===== src/rtl/delay_line_pkg.sv =====
// Shared types and helpers for the programmable delay line controller.
package delay_line_pkg;

  typedef enum logic {
    ST_FILL = 1'b0,
    ST_RUN  = 1'b1
  } state_t;

  function automatic int unsigned depth_of(input int unsigned aw);
    return 32'd1 << aw;
  endfunction

endpackage


===== src/rtl/delay_ram.sv =====
// Simple dual-port sample buffer: synchronous write, combinational read, array not reset.
module delay_ram
  import delay_line_pkg::*;
#(
  parameter int unsigned DATA_WIDTH = 32,
  parameter int unsigned ADDR_WIDTH = 4
) (
  input  logic                  clk,
  input  logic                  we,
  input  logic [ADDR_WIDTH-1:0] waddr,
  input  logic [DATA_WIDTH-1:0] wdata,
  input  logic [ADDR_WIDTH-1:0] raddr,
  output logic [DATA_WIDTH-1:0] rdata
);

  localparam int unsigned DEPTH = depth_of(ADDR_WIDTH);

  logic [DATA_WIDTH-1:0] mem [DEPTH];

  always_ff @(posedge clk) begin
    if (we) mem[waddr] <= wdata;
  end

  assign rdata = mem[raddr];

endmodule


===== src/rtl/delay_line_ctrl.sv =====
// Runtime-programmable sample-count delay: circular buffer control, fill tracking
// and a request/acknowledge port for changing the delay on the fly.
module delay_line_ctrl
  import delay_line_pkg::*;
#(
  parameter int unsigned DATA_WIDTH  = 32,
  parameter int unsigned ADDR_WIDTH  = 4,
  parameter int unsigned RESET_DELAY = 0
) (
  input  logic                  clk,
  input  logic                  rst,
  input  logic [DATA_WIDTH-1:0] din,
  input  logic                  din_valid,
  output logic [DATA_WIDTH-1:0] dout,
  output logic                  dout_valid,
  input  logic [ADDR_WIDTH-1:0] cfg_delay,
  input  logic                  cfg_req,
  output logic                  cfg_ack,
  input  logic                  flush,
  output logic [ADDR_WIDTH-1:0] cur_delay,
  output logic                  busy
);

  localparam logic [ADDR_WIDTH-1:0] RST_DELAY = ADDR_WIDTH'(RESET_DELAY);
  localparam state_t                RST_STATE = (RESET_DELAY > 0) ? ST_FILL : ST_RUN;

  state_t                state_q, state_d;
  logic [ADDR_WIDTH-1:0] wptr_q, wptr_d;
  logic [ADDR_WIDTH-1:0] fill_q, fill_d;
  logic [ADDR_WIDTH-1:0] cur_q, cur_d;
  logic [DATA_WIDTH-1:0] dout_q, dout_d;
  logic                  dval_q, dval_d;
  logic                  ack_q, ack_d;

  logic                  accept;
  logic [ADDR_WIDTH-1:0] new_delay;
  logic [ADDR_WIDTH-1:0] rd_addr;
  logic [DATA_WIDTH-1:0] rd_data;

  assign rd_addr = wptr_q - cur_q;

  delay_ram #(
    .DATA_WIDTH(DATA_WIDTH),
    .ADDR_WIDTH(ADDR_WIDTH)
  ) u_ram (
    .clk   (clk),
    .we    (din_valid),
    .waddr (wptr_q),
    .wdata (din),
    .raddr (rd_addr),
    .rdata (rd_data)
  );

  always_comb begin
    state_d   = state_q;
    wptr_d    = wptr_q;
    fill_d    = fill_q;
    cur_d     = cur_q;
    dout_d    = dout_q;
    dval_d    = 1'b0;
    accept    = cfg_req & ~ack_q;
    ack_d     = accept;
    new_delay = cur_q;

    if (din_valid) begin
      wptr_d = wptr_q + ADDR_WIDTH'(1);
      dout_d = (cur_q == '0) ? din : rd_data;
      unique case (state_q)
        ST_RUN:  dval_d = 1'b1;
        ST_FILL: begin
          if (fill_q == cur_q) begin
            state_d = ST_RUN;
            dval_d  = 1'b1;
          end else begin
            fill_d  = fill_q + ADDR_WIDTH'(1);
          end
        end
        default: dval_d = 1'b0;
      endcase
    end

    // The accept-cycle sample above used the old delay/state; a new epoch overrides what it set.
    if (accept || flush) begin
      new_delay = accept ? cfg_delay : cur_q;
      cur_d     = new_delay;
      fill_d    = '0;
      state_d   = (new_delay == '0) ? ST_RUN : ST_FILL;
    end
  end

  always_ff @(posedge clk or posedge rst) begin
    if (rst) begin
      state_q <= RST_STATE;
      wptr_q  <= '0;
      fill_q  <= '0;
      cur_q   <= RST_DELAY;
      dout_q  <= '0;
      dval_q  <= 1'b0;
      ack_q   <= 1'b0;
    end else begin
      state_q <= state_d;
      wptr_q  <= wptr_d;
      fill_q  <= fill_d;
      cur_q   <= cur_d;
      dout_q  <= dout_d;
      dval_q  <= dval_d;
      ack_q   <= ack_d;
    end
  end

  assign dout       = dout_q;
  assign dout_valid = dval_q;
  assign cfg_ack    = ack_q;
  assign cur_delay  = cur_q;
  assign busy       = (state_q == ST_FILL);

endmodule


===== config.mk =====
export PLATFORM = sky130hd
export DESIGN_NAME = delay_line_ctrl
export DESIGN_NICKNAME = d
export VERILOG_FILES = /design/src/rtl/delay_line_pkg.sv /design/src/rtl/delay_ram.sv /design/src/rtl/delay_line_ctrl.sv
export SDC_FILE = /design/constraint.sdc
export NUM_CORES = 1
export LEC_CHECK = 0
export CAP_MARGIN = 20
export CELL_PAD_IN_SITES_DETAIL_PLACEMENT = 1
export CELL_PAD_IN_SITES_GLOBAL_PLACEMENT = 2
export CORE_UTILIZATION = 46
export DETAILED_ROUTE_END_ITERATION = 16
export GPL_ROUTABILITY_DRIVEN = 1
export PLACE_DENSITY = 0.82
export SYNTH_ARGS = -nofsm -noshare
export SYNTH_HDL_FRONTEND = slang
export SYNTH_SLANG_ARGS = --single-unit

===== constraint.sdc =====
create_clock -name clk -period 3.4 [get_ports clk]
set_input_delay 0.68 -clock clk [delete_from_list [all_inputs] [get_ports clk]]
set_output_delay 0.68 -clock clk [all_outputs]
set_load 0.1 [all_outputs]

=== Yosys cells after proc, flatten, opt, wreduce, memory -nomap -nowiden ===
Memory sizes are Yosys's and may differ from the RTL's. A register that Yosys moved wholly into a read port is not among the register bits.
Index checks and enable logic that the tools add are counted.
Widths: inputs -> output; s select.

* Bitwise operators: 3
* Add/subtract/negate cells: 3
* Mux-type cells: 14
* Reductions and logical operators: 4
* Equality and inequality tests: 3

{| class="wikitable"
|+ Operator list
! operator !! count
|-
| $mux 4 || 5
|-
| $add 4x1->4 const B || 2
|-
| $mux 1 || 8
|-
| $eq 4x4->1 || 1
|-
| $logic_not 4->1 || 1
|-
| $ne 2x1->1 const B || 2
|-
| $sub 4x4->4 || 1
|-
| $reduce_and 3->1 || 1
|-
| $not 1->1 || 2
|-
| $pmux 1 s2 || 1
|-
| $reduce_bool 2->1 || 1
|-
| $and 1x1->1 || 1
|-
| $logic_or 1x1->1 || 1
|}

* Bits in writable memories: 512
* Memories: 1
* Bits of input ports: 41
* Register bits: 15

{| class="wikitable"
|+ Memories
! memory !! depth !! bits a word !! rd ports !! clocked after memory_dff !! write ports !! RTL line !! text
|-
| u_ram.mem || 16 || 32 || 1 || 1 || 1 || delay_ram.sv:18 || <nowiki>logic [DATA_WIDTH-1:0] mem [DEPTH];</nowiki>
|}

=== Logic depth before layout (Yosys ltp) ===
Gate-level depths: netlist (run 1).

* Depth after elaboration: 6
* Depth in mapped cells: 11
* Gate-level depth less buffers: 9

=== By module ===
Synthesis (run 1) repeated with hierarchy kept, for this count alone.

* Cells, all modules: 1,021
* Area total of the unflattened synthesis: 21,510.6 um^2

{| class="wikitable"
|+ Modules (own cells, without submodules)
! module !! cells each !! area each (um^2) !! instances !! seq. area each (um^2)
|-
| delay_ram || 806 || 19,213.4 || 1 || 15,374.7
|-
| delay_line_ctrl || 215 || 2,297.2 || 1 || 1,177.4
|}

=== Least setup slack after synthesis (run 1) ===
Ideal clock, no wire load.

* Path kind: reg-to-reg
* From: register cur_q[0], in the netlist cur_delay[0]
* To: register dout_q[10], in the netlist dout[10], read port of u_ram.mem
* Arrival time: 2,925 ps
* Cell stages (with the launch flop): 11
* Clock period less this slack: 3,043 ps
* Slack: 357 ps
* Required time: 3,282 ps
* Path through: dfrtp_1 > ha_1 > inv_1 > fa_1 > xnor2_1 > clkbuf_1 > clkbuf_1 > nand3_1 > nand4_1 > mux2i_1 > a21o_1

* Word-level cells in the longest chain between the ends: 1

{| class="wikitable"
|+ Ends and longest elaborated chain
! what !! RTL line !! text
|-
| from (decl) || delay_line_ctrl.sv:30 || <nowiki>logic [ADDR_WIDTH-1:0] cur_q, cur_d;</nowiki>
|-
| from (signal assigned) || delay_line_ctrl.sv:104 || <nowiki>cur_q <= cur_d;</nowiki>
|-
| $sub 4x4->4 || delay_line_ctrl.sv:40 || <nowiki>assign rd_addr = wptr_q - cur_q;</nowiki>
|-
| to (decl) || delay_line_ctrl.sv:31 || <nowiki>logic [DATA_WIDTH-1:0] dout_q, dout_d;</nowiki>
|}

No other way between the ends.
A chain may end at the register's enable or synchronous reset.

=== Final worst setup path (run 1) ===
* From: register wptr_q[0]
* To: register dout_q[7], in the netlist dout[7], read port of u_ram.mem

* Word-level cells in the longest chain between the ends: 1

{| class="wikitable"
|+ Ends and longest elaborated chain
! what !! RTL line !! text
|-
| from (decl) || delay_line_ctrl.sv:28 || <nowiki>logic [ADDR_WIDTH-1:0] wptr_q, wptr_d;</nowiki>
|-
| from (signal assigned) || delay_line_ctrl.sv:102 || <nowiki>wptr_q <= wptr_d;</nowiki>
|-
| $sub 4x4->4 || delay_line_ctrl.sv:40 ||
|}

No other way between the ends.

==> results.toml, run 1 <==
[clock_tree]
cts_resized = 0
postCtsSetupBuffers = 0
tritoncts = "done"
clk_latency_ns = 0.62
cts_buffers = 58
clock-root-buffer = "clkbuf_16"
clk_path_buf_depth = 3
postCtsHoldBufs = 0
cts.clk_slew.worst_paths_ns = 0.06
h-tree-depth = 2
clock-sinks = 559

[critical_path]
path_class = "flop to flop"
cp-end-kind = "flop"
start_kind = "flop"
critPathArrivalTime_ns = 3.60
r2r_slack_ns = 0.35
cp.required_ns = 3.94
cp_max_fo = 22

[detailed_routing]
wl_per_cell_um = 26.2
num_vias = 13097
drt_iter0_drc = 1048
firstDrtPassIters = 4
postRouteAntennaNets = 0
drt-total-wl_mm = 58.6
drc_errors = 0
vias_per_cell = 5.86

[pwr]
p_switching_w = 0.0113
internal_power_w = 0.0164
pwr_density_cell_mw_per_mm2 = 1040
power_switching_share = 0.407
vdd_drop_max_uv = 745
leakagePower_nw = 9.75
pwr-share-seq = 0.317
power_frac_clock = 0.235
p_comb_frac = 0.448

[die]
start_util = 0.465
die-area_mm2 = 0.0503
pin_count = 80
core_mm2 = 0.0488
fp.dieH_um = 224
die_w_um = 224
rows = 81

[synth]
synthTopCellsByArea = "edfxtp_1, mux2i_1, nand3_1, dfrtp_1, nand4_1"
ys_ff_latch = 559
synthArstFlopShare = 0.0841
synth.most_common_cell = "edfxtp_1"
seq_area_frac_synth = 0.728
yosys-top-cells-count = "edfxtp_1, mux2i_1, nand3_1"
syn-num-nets = 1476
syn_inst = 1426
synth_edf_count = 512
synthDistinctLibCells = 36
netlist_area_mm2 = 0.0227
synth_top_area_cell = "edfxtp_1"
yosys.area.top_type_share = 0.676
syn_area_per_cell_um2 = 15.9
ys_warn_count = 0
synth_top_flop_cell = "edfxtp_1"

[final_layout]
ff_latch_area_mm2 = 0.0166
drive_gt1_frac = 0.136
fin_nets = 1572
finalInstanceArea_mm2 = 0.0266
fillers = 4541
area_growth_pct = 16.9
num_antenna_cells = 0
multi_input_area_mm2 = 0.00579

[grt]
grt_pass1_vias = 14061
grt_pass1_wl_mm = 88.4
grt_use_total = 0.237
grt_max_degree = 72
antenna_found_initial = 1
overflow = 0

[timing]
fmax_mhz = 327
finalCriticalPeriod_ns = 3.05
rsz0062_at_grt = "false"
layout_setup_ws_ns = 0.345
setup-violations-final = 0
fin_setup_tns_ns = 0
tightest_slew_ns = 0.972
drv_slew = 0
skew_ns = 0.0118
fin_crit_sh = 0.898
hold_viol = 0
relSlewSlack = 0.350

[placement]
dpl_worst_slack_ns = 0.370
place_hpwl_mm = 31.4
io_buffers = 79
gp_congestion = 0.740
place_area_mm2 = 0.0246

[worst_hold_path]
worstHoldPathType = "input pin to async pin"

[run_status]
outcome = "finished, final reports clean"

[run]
drv_cap = 0
per-stage QoR:
step           hold WS [ns]  total power (W)   util  cells
2_1_floorplan         0.525           0.0175      -   1426
3_3_place_gp          0.549           0.0210  0.504   2126
3_5_place_dp          0.573           0.0213  0.504   2126
4_1_cts               0.537           0.0278  0.544   2235
5_1_grt               0.563           0.0289  0.544   2235
6_report              0.545           0.0277  0.544   2235
power groups by stage:
stage	Sequential (W)	Combinational (W)	Clock, W
2_1_floorplan	0.0102	0.00730	0
3_3_place_gp	0.00887	0.0121	0
3_5_place_dp	0.00891	0.0124	0
4_1_cts	0.00879	0.0124	0.00660
5_1_grt	0.00884	0.0133	0.00681
6_report	0.00878	0.0124	0.00651
metal layers:
| metal | global-route usage | wire length [um] | up-vias |
|---|---|---|---|
| met2 | 0.388 | 28900 | 352 |
| met5 | 0 | 11 | - |
| li1 | - | - | 5777 |
| met4 | 0.0671 | 1250 | 2 |
| met1 | 0.329 | 25300 | 6885 |
| met3 | 0.0387 | 3060 | 81 |
sequential cells by signal, indices dropped and copies added, names as in the netlist:
signal and cells:
u_ram.mem 512, dout_valid 1, cfg_ack 1, dout 32, fill_q 4, wptr_q 4
state_q 1, cur_delay 4
logic make-up after synthesis:
logic type / after synthesis / share of synthesized area
AO/OA/AOI/OAI: 76 / 0.0266
buffers and inverters: 110 / 0.0208
flip-flops: 559 / 0.728
multiplexers: 291 / 0.128
XOR/XNOR: 16 / 0.00617
adder cells (fa/ha/maj): 9 / 0.00528
AND/OR/NAND/NOR: 365 / 0.0847
worst paths after layout:
kind | from | endpoint | depth (start not counted)
worst min register to register | cfg_ack | cfg_ack | 1
worst max register to register | wptr_q[0] | dout[7] | 10
min in group clk | cfg_ack | cfg_ack | 1
worst min-delay path | rst | dout[27] | 2
worst max-delay path | wptr_q[0] | dout[7] | 10
max in group asynchronous | rst | state_q | 3
cell type report:
cell class                 instances  share of cell area
clock buffer                      82              0.0611
clock inverter                    27              0.0124
inverter                           9             0.00137
multi-input combinational        757               0.218
sequential                       559               0.623
tap                              664              0.0313
timing repair buffer             137              0.0525
worst max-delay path: stages, from the launching register on:
cell	delay [ns]
dfrtp_1	0.46
inv_1	0.18
ha_4	0.15
inv_1	0.05
fa_4	0.81
xnor2_1	0.13
nand3_1	0.15
a211oi_4	0.34
buf_4	0.43
a22o_1	0.19
a21o_1	0.09
cell usage in the layout (no fill, tap or decap), types with 16 or more instances in the layout:
cell             count
dfrtp_1             46
edfxtp_1           512
clkbuf_1            17
buf_4               75
buf_12              21
nand3_1            260
clkdlybuf4s50_1     41
mux2i_1            289
nand4_1             66
clkbuf_16           59
a21o_1              32
and2_2              16
a22o_1              31
Power figures use the tool's default switching activity.
==> run 2, diff against run 1 <==
--- a/config.mk
+++ b/config.mk
@@ -8,10 +8,11 @@
 export CAP_MARGIN = 20
 export CELL_PAD_IN_SITES_DETAIL_PLACEMENT = 1
 export CELL_PAD_IN_SITES_GLOBAL_PLACEMENT = 2
-export CORE_UTILIZATION = 46
+export CORE_ASPECT_RATIO = 1.2
+export CORE_UTILIZATION = 49
 export DETAILED_ROUTE_END_ITERATION = 16
 export GPL_ROUTABILITY_DRIVEN = 1
-export PLACE_DENSITY = 0.82
+export PLACE_DENSITY = 0.86
 export SYNTH_ARGS = -nofsm -noshare
 export SYNTH_HDL_FRONTEND = slang
 export SYNTH_SLANG_ARGS = --single-unit
==> constraint.sdc (replaced) <==
create_clock -name clk -period 3.61 [get_ports clk]
set_input_delay 0.722 -clock clk [delete_from_list [all_inputs] [get_ports clk]]
set_output_delay 0.722 -clock clk [all_outputs]
set_load 0.1 [all_outputs]
==> run 2 against run 1 <==
  * Non-clock buffer count down 19
  * Critical path depth unchanged
  * Clock power down 16%
  * Utilization up 2.9 points
  * Register-to-register slack better by 0.15 ns
  * Critical endpoint is now dout[2]
  * Clock skew up 0.0011 ns
==> results.toml, run 2 (synthesis gave the netlist of run 1 again) <==
[timing]
setup-violations-final = 0
tightest_slew_ns = 1.00
drv_slew = 0
skew_ns = 0.0129
relSlewSlack = 0.328
rsz0062_at_grt = "false"
fin_setup_tns_ns = 0
fmax_mhz = 321
fin_crit_sh = 0.863
hold_viol = 0
finalCriticalPeriod_ns = 3.12

[clock_tree]
h-tree-depth = 2
postCtsSetupBuffers = 0
clock-sinks = 559
clock-root-buffer = "clkbuf_16"
tritoncts = "done"
cts_resized = 0
clk_path_buf_depth = 3
clk_latency_ns = 0.59
cts_buffers = 54
cts.clk_slew.worst_paths_ns = 0.07
postCtsHoldBufs = 0

[final_layout]
largest_reg_flops = 512
fin_nets = 1549
multi_input_area_mm2 = 0.00579
ff_latch_area_mm2 = 0.0166
drive_gt1_frac = 0.0901
top_register = "u_ram.mem"
fillers = 4250
area_growth_pct = 15.5
final_common_cell = "edfxtp_1"
final_cell_mix = "edfxtp_1, mux2i_1, nand3_1"

[die]
die-area_mm2 = 0.0473
die_w_um = 199
start_util = 0.496
core_mm2 = 0.0458
rows = 86
pin_count = 80
fp.dieH_um = 238

[detailed_routing]
firstDrtPassIters = 4
drt-total-wl_mm = 59.3
vias_per_cell = 6.08
drc_errors = 0
drt_iter0_drc = 1102
postRouteAntennaNets = 0
wl_per_cell_um = 27.4
num_vias = 13141

[critical_path]
cp-end-kind = "flop"
start_kind = "flop"
path_class = "flop to flop"
critPathArrivalTime_ns = 3.58
cp.required_ns = 4.08
cp_max_fo = 17

[pwr]
pwr-share-seq = 0.325
leakagePower_nw = 9.48
p_comb_frac = 0.461
total_power_w = 0.0254
vdd_drop_max_uv = 1130
power_switching_share = 0.412
internal_power_w = 0.0150
p_switching_w = 0.0105
power_frac_clock = 0.214
pwr_density_cell_mw_per_mm2 = 969

[grt]
grt_use_total = 0.255
grt_max_degree = 129
grt_pass1_vias = 14018
antenna_found_initial = 1
overflow = 0
grt_pass1_wl_mm = 87.7

[placement]
gp_congestion = 0.744
place_hpwl_mm = 29.3
io_buffers = 79

[run]
drv_cap = 0

[worst_hold_path]
worstHoldPathType = "flop to flop"

[run_status]
outcome = "finished, final reports clean"
==> run 2: changes by cell type in the layout (fill, tap and decap cells not counted), sizes merged <==
| cell | previous run | this run |
|---|---|---|
| buf | 96 | 41 |
| clkdlybuf4s50 | 41 | 77 |
| clkinv | 16 | 6 |
| clkbuf | 82 | 89 |
| bufinv | 7 | 3 |
| clkinvlp | 2 | 1 |
| diode | 0 | 1 |
| inv | 11 | 10 |
==> run 2: area by class of cell <==
class / instances / area share
Sequential cell: 559 / 0.631
Multi-Input combinational cell: 757 / 0.221
Clock buffer: 89 / 0.0592
Timing Repair Buffer: 118 / 0.0533
Tap cell: 616 / 0.0294
Clock inverter: 11 / 0.00505
Inverter: 9 / 0.00138
Antenna cell: 1 / 0.0000954
==> run 2: worst max-delay path: stages (launching register included) <==
cell and delay, ns:
dfrtp_1 0.45, inv_1 0.17, ha_4 0.14, inv_1 0.05, fa_4 0.83, xnor2_1 0.15
nand3_1 0.14, a211oi_4 0.31, nor2_4 0.21, buf_16 0.22, a221o_1 0.32
==> run 2: power by group through the flow <==
stage | logic [W] | registers (W) | clock network, W
after detailed placement | 0.0117 | 0.00839 | 0
after global placement | 0.0113 | 0.00835 | 0
after floorplan | 0.00688 | 0.00964 | 0
final | 0.0117 | 0.00826 | 0.00545
after CTS | 0.0118 | 0.00827 | 0.00553
after global routing | 0.0125 | 0.00831 | 0.00570
==> run 2: worst paths after layout <==
check | from | slack, ns | to | cells after the start
max | wptr_q[0] | 0.49 | dout[2] | 10
min | fill_q[3] | 0.59 | fill_q[3] | 2
max reg2reg | wptr_q[0] | 0.49 | dout[2] | 10
min reg2reg | fill_q[3] | 0.59 | fill_q[3] | 2
max in group asynchronous | rst | 2.15 | state_q | 3
min in group asynchronous | rst | 0.65 | dout[23] | 2
==> run 2: per-stage QoR <==
step	cells	utilization	cell area [um^2]	worst slack, ns	hold slack [ns]
6_report	2160	0.572	26200	0.495	0.586
2_1_floorplan	1426	-	22700	0.567	0.525
5_1_grt	2159	0.572	26200	0.384	0.627
4_1_cts	2159	0.572	26200	0.487	0.584
3_5_place_dp	2059	0.536	24600	0.487	0.567
3_3_place_gp	2058	0.535	24500	0.402	0.544
==> run 2: per-layer routing <==
layer  track usage  vias up  part of all wire  wire, um
met5             0        -           0.00024        14
met4        0.0897        2             0.032      1890
met3        0.0386      129             0.057      3380
met2         0.435      454              0.50     29900
met1         0.331     6831              0.41     24100
li1              -     5725                 -         -
==> run 3, diff against run 2 <==
--- a/config.mk
+++ b/config.mk
@@ -5,14 +5,15 @@
 export SDC_FILE = /design/constraint.sdc
 export NUM_CORES = 1
 export LEC_CHECK = 0
+export ABC_AREA = 1
 export CAP_MARGIN = 20
 export CELL_PAD_IN_SITES_DETAIL_PLACEMENT = 1
 export CELL_PAD_IN_SITES_GLOBAL_PLACEMENT = 2
 export CORE_ASPECT_RATIO = 1.2
-export CORE_UTILIZATION = 49
+export CORE_UTILIZATION = 44
 export DETAILED_ROUTE_END_ITERATION = 16
 export GPL_ROUTABILITY_DRIVEN = 1
-export PLACE_DENSITY = 0.86
+export PLACE_DENSITY = 0.87
 export SYNTH_ARGS = -nofsm -noshare
 export SYNTH_HDL_FRONTEND = slang
 export SYNTH_SLANG_ARGS = --single-unit
==> constraint.sdc (replaced) <==
create_clock -name clk -period 3.9 [get_ports clk]
set_input_delay 0.78 -clock clk [delete_from_list [all_inputs] [get_ports clk]]
set_output_delay 0.78 -clock clk [all_outputs]
set_load 0.1 [all_outputs]
==> run 3 against run 2 <==
  * Routed wire length grew 21%
  * Flip-flop and latch count unchanged
  * Power is 6.0% lower
  * Die area rose by 17%
  * Synthesized cell count increased by 65%
  * Synthesized area grew 5.4%
  * Worst setup slack better by 0.33 ns
  * Clock power grew 2%
  * Worst hold slack worse by 0.11 ns
  * Register-to-register slack improved by 0.39 ns
  * Non-clock buffer count up 4
  * Utilization decreased by 5.9 points
  * Critical endpoint is now cur_delay[0]
==> results.toml, run 3 <==
[detailed_routing]
firstDrtPassIters = 5
num_vias = 17059
drt-total-wl_mm = 71.5
drc_errors = 0
vias_per_cell = 5.38
wl_per_cell_um = 22.5
postRouteAntennaNets = 0
drt_iter0_drc = 1266

[die]
fp.dieH_um = 258
die_w_um = 215
core_mm2 = 0.0538
rows = 93
die-area_mm2 = 0.0554
pin_count = 80
start_util = 0.446

[grt]
grt_max_degree = 192
overflow = 0
grt_pass1_vias = 18468
antenna_found_initial = 2
grt_pass1_wl_mm = 109
grt_use_total = 0.263

[critical_path]
critPathArrivalTime_ns = 2.29
cp.required_ns = 3.12
cp-end-kind = "primary output"
max_stage_delay_ns = 1.21
cp_max_fo = 4
crit_chain = "clkdlybuf4s50_1"
critPathSlowestCell = "clkdlybuf4s50_1"
path_delay_family = "buffers and inverters"
worstPathBufferInverterCount = 1
path_class = "flop to primary output"
start_kind = "flop"

[synth]
yosys-top-cells-count = "nand2_1, edfxtp_1, nand3_1"
synthDistinctLibCells = 23
ys_ff_latch = 559
syn_inst = 2354
syn_area_per_cell_um2 = 10.2
synth.most_common_cell = "nand2_1"
seq_area_frac_synth = 0.691
synthTopCellsByArea = "edfxtp_1, nand2_1, nand3_1, dfrtp_1, inv_1"
synth_top_area_cell = "edfxtp_1"
synth_edf_count = 512
yosys.area.top_type_share = 0.642
synthArstFlopShare = 0.0841
netlist_area_mm2 = 0.0240
syn-num-nets = 2404
ys_warn_count = 0
synth_top_flop_cell = "edfxtp_1"

[timing]
tightest_slew_ns = 1.05
drv_slew = 0
relSlewSlack = 0.303
fin_crit_sh = 0.787
rsz0062_at_grt = "false"
skew_ns = 0.0151
hold_viol = 0
setup-violations-final = 0
finalCriticalPeriod_ns = 3.07
fmax_mhz = 326
fin_setup_tns_ns = 0

[clock_tree]
clock-sinks = 559
cts_buffers = 55
clk_path_buf_depth = 3
cts_resized = 0
clock-root-buffer = "clkbuf_16"
tritoncts = "done"
clk_latency_ns = 0.61
postCtsSetupBuffers = 0
cts.clk_slew.worst_paths_ns = 0.07
h-tree-depth = 2
postCtsHoldBufs = 0

[final_layout]
drive_gt1_frac = 0.0627
instances_no_fill = 3171
fillers = 5884
largest_reg_flops = 512
final_cell_mix = "nand2_1, edfxtp_1, nand3_1"
final_common_cell = "nand2_1"
fin_nets = 2462
top_register = "u_ram.mem"
area_growth_pct = 15.3

[pwr]
p_switching_w = 0.0105
power_frac_clock = 0.232
p_comb_frac = 0.449
internal_power_w = 0.0134
pwr_density_cell_mw_per_mm2 = 865
pwr-share-seq = 0.319
leakagePower_nw = 11.6
vdd_drop_max_uv = 781
power_switching_share = 0.441

[worst_hold_path]
worstHoldPathType = "flop to flop"

[placement]
io_buffers = 79
gp_congestion = 0.766
dp.cells = 3067
place_hpwl_mm = 37.4

[run]
drv_cap = 0

[run_status]
outcome = "finished, final reports clean"
-- run 3: cell count changes after synthesis, moves of 4 or more --
cell and change:
nand2_1 +1065, mux2i_1 -289, inv_1 +207, nand3_1 +70, nand4_1 -64, buf_2 +35
a21o_1 -32, a22o_1 -31, nor2_1 +17, and2_1 -16, clkbuf_1 -10, xnor2_1 -10
o21ai_0 -4
-- run 3: cells by family after synthesis --
logic type | Yosys count | share of synthesized area
flip-flops | 559 | 0.691
buffers and inverters | 338 | 0.0570
XOR/XNOR | 9 | 0.00329
AND/OR/NAND/NOR | 1431 | 0.242
AO/OA/AOI/OAI | 8 | 0.00204
adder cells (fa/ha/maj) | 9 | 0.00501
-- run 3: area by class of cell --
cell class / instances / area [um^2] / share of cell area
clock buffers: 63 / 1450 / 0.0524
clock inverters: 40 / 417 / 0.0151
well taps: 712 / 891 / 0.0322
flip-flops and latches: 559 / 16600 / 0.599
multi-input cells: 1457 / 6200 / 0.224
diodes: 1 / 2.50 / 0.0000906
inverters: 217 / 822 / 0.0298
repair buffers: 122 / 1300 / 0.0469
-- run 3: worst paths after layout --
path | slack (ns) | from | cells after the start | to
max in group asynchronous | 2.56 | rst | 3 | state_q
setup reg to reg | 0.88 | wptr_q[0] | 12 | dout[6]
setup / recovery | 0.83 | cur_delay[0] | 1 | cur_delay[0]
hold reg to reg | 0.48 | dout[21] | 2 | dout[21]
hold / removal | 0.48 | dout[21] | 2 | dout[21]
min in group asynchronous | 0.56 | rst | 2 | cur_delay[3]
-- run 3: worst min-delay path, stage by stage, from the launching register on --
cell     delay (ns)
dfrtp_1        0.34
nand2_1        0.05
nand2_1        0.05
-- run 3: routing by layer --
metal | wire length (um) | part of all wire | vias up | global-route usage
met3 | 3000 | 0.042 | 128 | 0.0265
li1 | - | - | 7788 | -
met5 | 12 | 0.00017 | - | 0
met4 | 1940 | 0.027 | 2 | 0.0867
met1 | 29400 | 0.41 | 8701 | 0.320
met2 | 37200 | 0.52 | 440 | 0.485
-- run 3: per-stage QoR --
| step | total power, W | util | worst slack, ns | hold slack (ns) | cell area (um^2) |
|---|---|---|---|---|---|
| floorplan | 0.0149 | - | 0.729 | 0.501 | 24000 |
| global placement | 0.0182 | 0.479 | 0.990 | 0.466 | 25800 |
| detailed placement | 0.0185 | 0.479 | 0.892 | 0.469 | 25800 |
| CTS | 0.0241 | 0.514 | 0.808 | 0.485 | 27600 |
| global route | 0.0252 | 0.514 | 0.703 | 0.507 | 27600 |
| finish | 0.0239 | 0.514 | 0.829 | 0.481 | 27600 |
-- run 3: power by group through the flow --
stage | clock network [W] | registers, W | logic, W
2_1_floorplan | 0 | 0.00880 | 0.00607
3_3_place_gp | 0 | 0.00771 | 0.0105
3_5_place_dp | 0 | 0.00773 | 0.0107
4_1_cts | 0.00563 | 0.00762 | 0.0109
5_1_grt | 0.00581 | 0.00767 | 0.0117
6_report | 0.00554 | 0.00762 | 0.0107
